===== src/rtl/cordic_pkg.sv =====
// Shared constants for the rotation-mode CORDIC: arctangent table, quarter-turn
// angle and the Q15 inverse-gain factor used by the optional compensation stage.
package cordic_pkg;

    localparam logic [31:0] QUARTER_TURN = 32'h4000_0000;
    localparam logic [15:0] GAIN_INV_Q15 = 16'd19898;

    // round(atan(2^-i) * 2^32 / (2*pi)), i = 0..31
    localparam logic [31:0] ATAN_TABLE [0:31] = '{
        32'h2000_0000, 32'h12E4_051E, 32'h09FB_385B, 32'h0511_11D4,
        32'h028B_0D43, 32'h0145_D7E1, 32'h00A2_F61E, 32'h0051_7C55,
        32'h0028_BE53, 32'h0014_5F2F, 32'h000A_2F98, 32'h0005_17CC,
        32'h0002_8BE6, 32'h0001_45F3, 32'h0000_A2FA, 32'h0000_517D,
        32'h0000_28BE, 32'h0000_145F, 32'h0000_0A30, 32'h0000_0518,
        32'h0000_028C, 32'h0000_0146, 32'h0000_00A3, 32'h0000_0051,
        32'h0000_0029, 32'h0000_0014, 32'h0000_000A, 32'h0000_0005,
        32'h0000_0003, 32'h0000_0001, 32'h0000_0001, 32'h0000_0000
    };

endpackage


===== src/rtl/cordic_stage.sv =====
// One registered CORDIC micro-rotation: shift index SHIFT, arctangent step ATAN.
module cordic_stage #(
    parameter int                 WIDTH = 16,
    parameter int                 SHIFT = 0,
    parameter logic signed [31:0] ATAN  = 32'sh2000_0000
) (
    input  logic                    clock,
    input  logic                    reset_n,
    input  logic signed [WIDTH:0]   i_x,
    input  logic signed [WIDTH:0]   i_y,
    input  logic signed [31:0]      i_z,
    output logic signed [WIDTH:0]   o_x,
    output logic signed [WIDTH:0]   o_y,
    output logic signed [31:0]      o_z
);

    logic signed [WIDTH:0] w_xShift;
    logic signed [WIDTH:0] w_yShift;

    assign w_xShift = i_x >>> SHIFT;
    assign w_yShift = i_y >>> SHIFT;

    // A negative residual angle means we overshot, so rotate back clockwise.
    always_ff @(posedge clock or negedge reset_n) begin
        if (!reset_n) begin
            o_x <= '0;
            o_y <= '0;
            o_z <= '0;
        end else if (i_z[31]) begin
            o_x <= i_x + w_yShift;
            o_y <= i_y - w_xShift;
            o_z <= i_z + ATAN;
        end else begin
            o_x <= i_x - w_yShift;
            o_y <= i_y + w_xShift;
            o_z <= i_z - ATAN;
        end
    end

endmodule


===== src/rtl/cordic.sv =====
// Fully pipelined rotation-mode CORDIC, one sample per clock, latency WIDTH.
// Define CORDIC_GAIN_COMP_EN to add a gain-compensating output register (latency WIDTH+1).
module cordic
    import cordic_pkg::*;
#(
    parameter int WIDTH   = 16,
    parameter int ANGLE_W = 32
) (
    input  logic                      clock,
    input  logic                      reset_n,
    input  logic signed [WIDTH-1:0]   x_start,
    input  logic signed [WIDTH-1:0]   y_start,
    input  logic signed [ANGLE_W-1:0] angle,
    output logic signed [WIDTH-1:0]   cosine,
    output logic signed [WIDTH-1:0]   sine
);

    logic signed [WIDTH:0]     x [0:WIDTH-1];
    logic signed [WIDTH:0]     y [0:WIDTH-1];
    logic signed [ANGLE_W-1:0] z [0:WIDTH-1];

    logic signed [WIDTH:0]     r_x0;
    logic signed [WIDTH:0]     r_y0;
    logic signed [ANGLE_W-1:0] r_z0;
    logic signed [WIDTH:0]     w_xExt;
    logic signed [WIDTH:0]     w_yExt;

    assign w_xExt = {x_start[WIDTH-1], x_start};
    assign w_yExt = {y_start[WIDTH-1], y_start};

    // Fold the angle into +/-90 degrees so the micro-rotations converge.
    always_ff @(posedge clock or negedge reset_n) begin
        if (!reset_n) begin
            r_x0 <= '0;
            r_y0 <= '0;
            r_z0 <= '0;
        end else begin
            case (angle[ANGLE_W-1 -: 2])
                2'b01: begin
                    r_x0 <= -w_yExt;
                    r_y0 <= w_xExt;
                    r_z0 <= angle - QUARTER_TURN;
                end
                2'b10: begin
                    r_x0 <= w_yExt;
                    r_y0 <= -w_xExt;
                    r_z0 <= angle + QUARTER_TURN;
                end
                default: begin
                    r_x0 <= w_xExt;
                    r_y0 <= w_yExt;
                    r_z0 <= angle;
                end
            endcase
        end
    end

    assign x[0] = r_x0;
    assign y[0] = r_y0;
    assign z[0] = r_z0;

    for (genvar i = 0; i < WIDTH - 1; i++) begin : g_stage
        cordic_stage #(
            .WIDTH (WIDTH),
            .SHIFT (i),
            .ATAN  (ATAN_TABLE[i])
        ) u_stage (
            .clock   (clock),
            .reset_n (reset_n),
            .i_x     (x[i]),
            .i_y     (y[i]),
            .i_z     (z[i]),
            .o_x     (x[i+1]),
            .o_y     (y[i+1]),
            .o_z     (z[i+1])
        );
    end

`ifdef CORDIC_GAIN_COMP_EN
    localparam int PW = WIDTH + 18;

    logic signed [PW-1:0]    w_xProd;
    logic signed [PW-1:0]    w_yProd;
    logic signed [WIDTH-1:0] r_cos;
    logic signed [WIDTH-1:0] r_sin;
    logic                    w_unused;

    assign w_xProd = x[WIDTH-1] * $signed({1'b0, GAIN_INV_Q15});
    assign w_yProd = y[WIDTH-1] * $signed({1'b0, GAIN_INV_Q15});

    // Q15 multiply by 1/K strips the CORDIC gain from both outputs.
    always_ff @(posedge clock or negedge reset_n) begin
        if (!reset_n) begin
            r_cos <= '0;
            r_sin <= '0;
        end else begin
            r_cos <= w_xProd[WIDTH+14:15];
            r_sin <= w_yProd[WIDTH+14:15];
        end
    end

    assign cosine   = r_cos;
    assign sine     = r_sin;
    assign w_unused = ^{w_xProd, w_yProd, z[WIDTH-1]};
`else
    logic w_unused;

    assign cosine   = x[WIDTH-1][WIDTH-1:0];
    assign sine     = y[WIDTH-1][WIDTH-1:0];
    assign w_unused = ^{x[WIDTH-1][WIDTH], y[WIDTH-1][WIDTH], z[WIDTH-1]};
`endif

endmodule


===== config.mk =====
export PLATFORM = sky130hd
export DESIGN_NAME = cordic
export DESIGN_NICKNAME = d
export VERILOG_FILES = /design/src/rtl/cordic_pkg.sv /design/src/rtl/cordic_stage.sv /design/src/rtl/cordic.sv
export SDC_FILE = /design/constraint.sdc
export NUM_CORES = 2
export LEC_CHECK = 0
export CAP_MARGIN = 20
export CORE_MARGIN = 8
export CORE_UTILIZATION = 45
export DETAILED_ROUTE_END_ITERATION = 8
export HOLD_SLACK_MARGIN = 0.06
export PLACE_DENSITY = 0.65
export RECOVER_POWER = 25
export SETUP_SLACK_MARGIN = 0.02
export SYNTH_ARGS = -nofsm -noshare
export SYNTH_HDL_FRONTEND = slang
export SYNTH_HIERARCHICAL = 1
export SYNTH_SLANG_ARGS = --single-unit

===== constraint.sdc =====
create_clock -name clock -period 4.23 [get_ports clock]
set_input_delay 0.846 -clock clock [delete_from_list [all_inputs] [get_ports clock]]
set_output_delay 0.846 -clock clock [all_outputs]
set_load 0.02 [all_outputs]

==> qor.txt <==
status: finished with violations
failing checks: capacitance limit, slew limit
# fillers: 15640
Worst EP required: 4.84 ns
Core Area: 169100 um2
R2R depth: 14
mean cell area of the mapped netlist: 9.202 um2
Crit. End Element: flip-flop
post-CTS sizing: 0
gpl congestion: 0.9112
residual DRC count: 0
CTS Hold Bufs: 0
initial core utilization: 0.4517
Iter 0 DRT Violations: 3766
reg-to-reg endpoint: g_stage[10].u_stage/o_y[16]
endpoints failing setup: 0
nets@finish: 9442
Fin Setup TNS: 0 ns
Final min period: 3.776 ns
Clk pin slew, worst setup/hold paths: 0.06 ns
dpl hpwl: 146600 um
syn nets: 9357
vias: 60570
final hold violations: 0
wire per inst: 17.17 um
port buffer count: 97
Max Root-Sink Buffers: 3
Worst-Margin Slew: 2.010 ns
DRT Wirelength: 183800 um
synth-to-layout area growth: 10.09%
Worst Hold Class: reg -> reg
Place WS: 0.5260 ns
# IOs: 98
first-pass GRT wire length: 305000 um
post-synthesis cell area: 76380 um2
arrival time at the worst endpoint: 4.39 ns
hold path endpoint: g_stage[0].u_stage/o_z[10]
Worst Path Max Fanout: 5
Setup CP Type: reg -> reg
Final Max Slew Viols: 199
Startpoint Class: flip-flop
grt ovf: 0
worst setup margin: 0.4541 ns
clk sinks: 990
die height: 428 um
FF-to-FF Start: g_stage[9].u_stage/o_x[14]
total die area: 183200 um2
min-delay src: r_z0[10]
RSZ-0062 raised after global routing: false
R2R setup slack: 0.45 ns
post-synthesis cell count: 8301
Antenna Nets Post-Route: 0
Sequential Area: 24770 um2
vias per cell: 5.660
Ys Warns: 6
GRT Util Overall: 0.1942
Setup Buffers After CTS: 0
Hold Crit Depth: 0
H-Tree Depth: 3
Final Skew: 0.04941 ns
Cell Area, Placed: 79930 um2
post-route cell area: 84090 um2
CTS buffer count: 115
CTS root buffer: clkbuf_16
fin crit share: 0.8927
Die W: 428 um
worst-skew pair later-pin latency: 0.75 ns
share of layout cells above drive strength 1: 0.05965
number of global-route vias before repair: 60130
slew margin rel.: -0.3400
largest net degree at the start of global routing: 115
site row count: 151
first drt pass iteration count: 6
fmax: 264.8 MHz
max-cap check violation count: 4
area of the multi-input gates: 48930 um2
initial antenna violation count: 0
TritonCTS clock tree: built
## worst max-delay path, cell delays in order (launching register included)
cell,delay [ns]
dfrtp_1,0.46
nor4_1,0.51
nand3_1,0.19
ha_1,0.31
inv_1,0.03
o21ai_0,0.30
ha_1,0.36
a21o_1,0.18
a21o_1,0.17
a21o_1,0.22
a22o_1,0.19
a31oi_1,0.25
a21oi_1,0.15
nor4_1,0.22
a311oi_1,0.09
## area by class of cell
type,count,area share
antenna,1,0.00002976
sequential,990,0.2946
inverter,463,0.02067
clock buffer,153,0.03878
tap,2218,0.03300
clock inverter,61,0.01199
timing repair buffer,179,0.01908
multi-input combinational,6637,0.5818
## layer usage
layer / global-route usage / part of all wire / up-vias
li1: - / - / 30160
met5: 0 / 0 / -
met4: 0.06395 / 0.035 / 0
met1: 0.2424 / 0.44 / 28910
met2: 0.3484 / 0.49 / 1172
met3: 0.02277 / 0.033 / 329
## per-stage QoR
step | instances | util | hold slack [ns]
after floorplan | 8301 | - | 0.3312
final | 10700 | 0.4973 | 0.3467
after global routing | 10700 | 0.4973 | 0.3513
after global placement | 10490 | 0.4727 | 0.3323
after CTS | 10700 | 0.4979 | 0.07337
after detailed placement | 10490 | 0.4727 | 0.3347
## placed cells by master (no fill, tap or decap), drive strengths merged, types with 54 or more instances in the layout
cell and instances:
a31oi 107, clkbuf 170, clkdlybuf4s50 66, nand2 487, dfrtp 990, nand4 100, a211oi 87, nand2b 101
o21bai 102, xor2 318, o21ai 473, and3 76, nor3 185, xnor2 617, ha 946, nor2b 101
inv 462, a21oi 843, o21a 96, nand3 168, nor2 605, mux2i 54, buf 65, o211ai 57
a21o 333
## worst max-delay path by stage
stage	start	endpoint	slack (ns)	depth (start not counted)
6_report	g_stage[9].u_stage/o_x[14]	g_stage[10].u_stage/o_y[16]	0.45	14
3_5_place_dp	g_stage[0].u_stage/o_y[1]	g_stage[1].u_stage/o_x[16]	0.53	14
5_1_grt	g_stage[9].u_stage/o_x[14]	g_stage[10].u_stage/o_y[16]	0.18	14
2_1_floorplan	g_stage[8].u_stage/o_z[31]	g_stage[9].u_stage/o_z[24]	0.56	10
3_3_place_gp	g_stage[9].u_stage/o_y[12]	g_stage[10].u_stage/o_x[16]	0.61	13
4_1_cts	g_stage[0].u_stage/o_y[1]	g_stage[1].u_stage/o_x[16]	0.51	14
## sequential cells by signal (all words and copies together), names as in the netlist
signal	count
r_y0	17
g_stage.u_stage/o_x	253
g_stage.u_stage/o_z	417
r_x0	17
r_z0	32
g_stage.u_stage/o_y	254
Power is not shown: default switching activity piles up to over one toggle a cycle in this logic, so the estimate is an artifact.
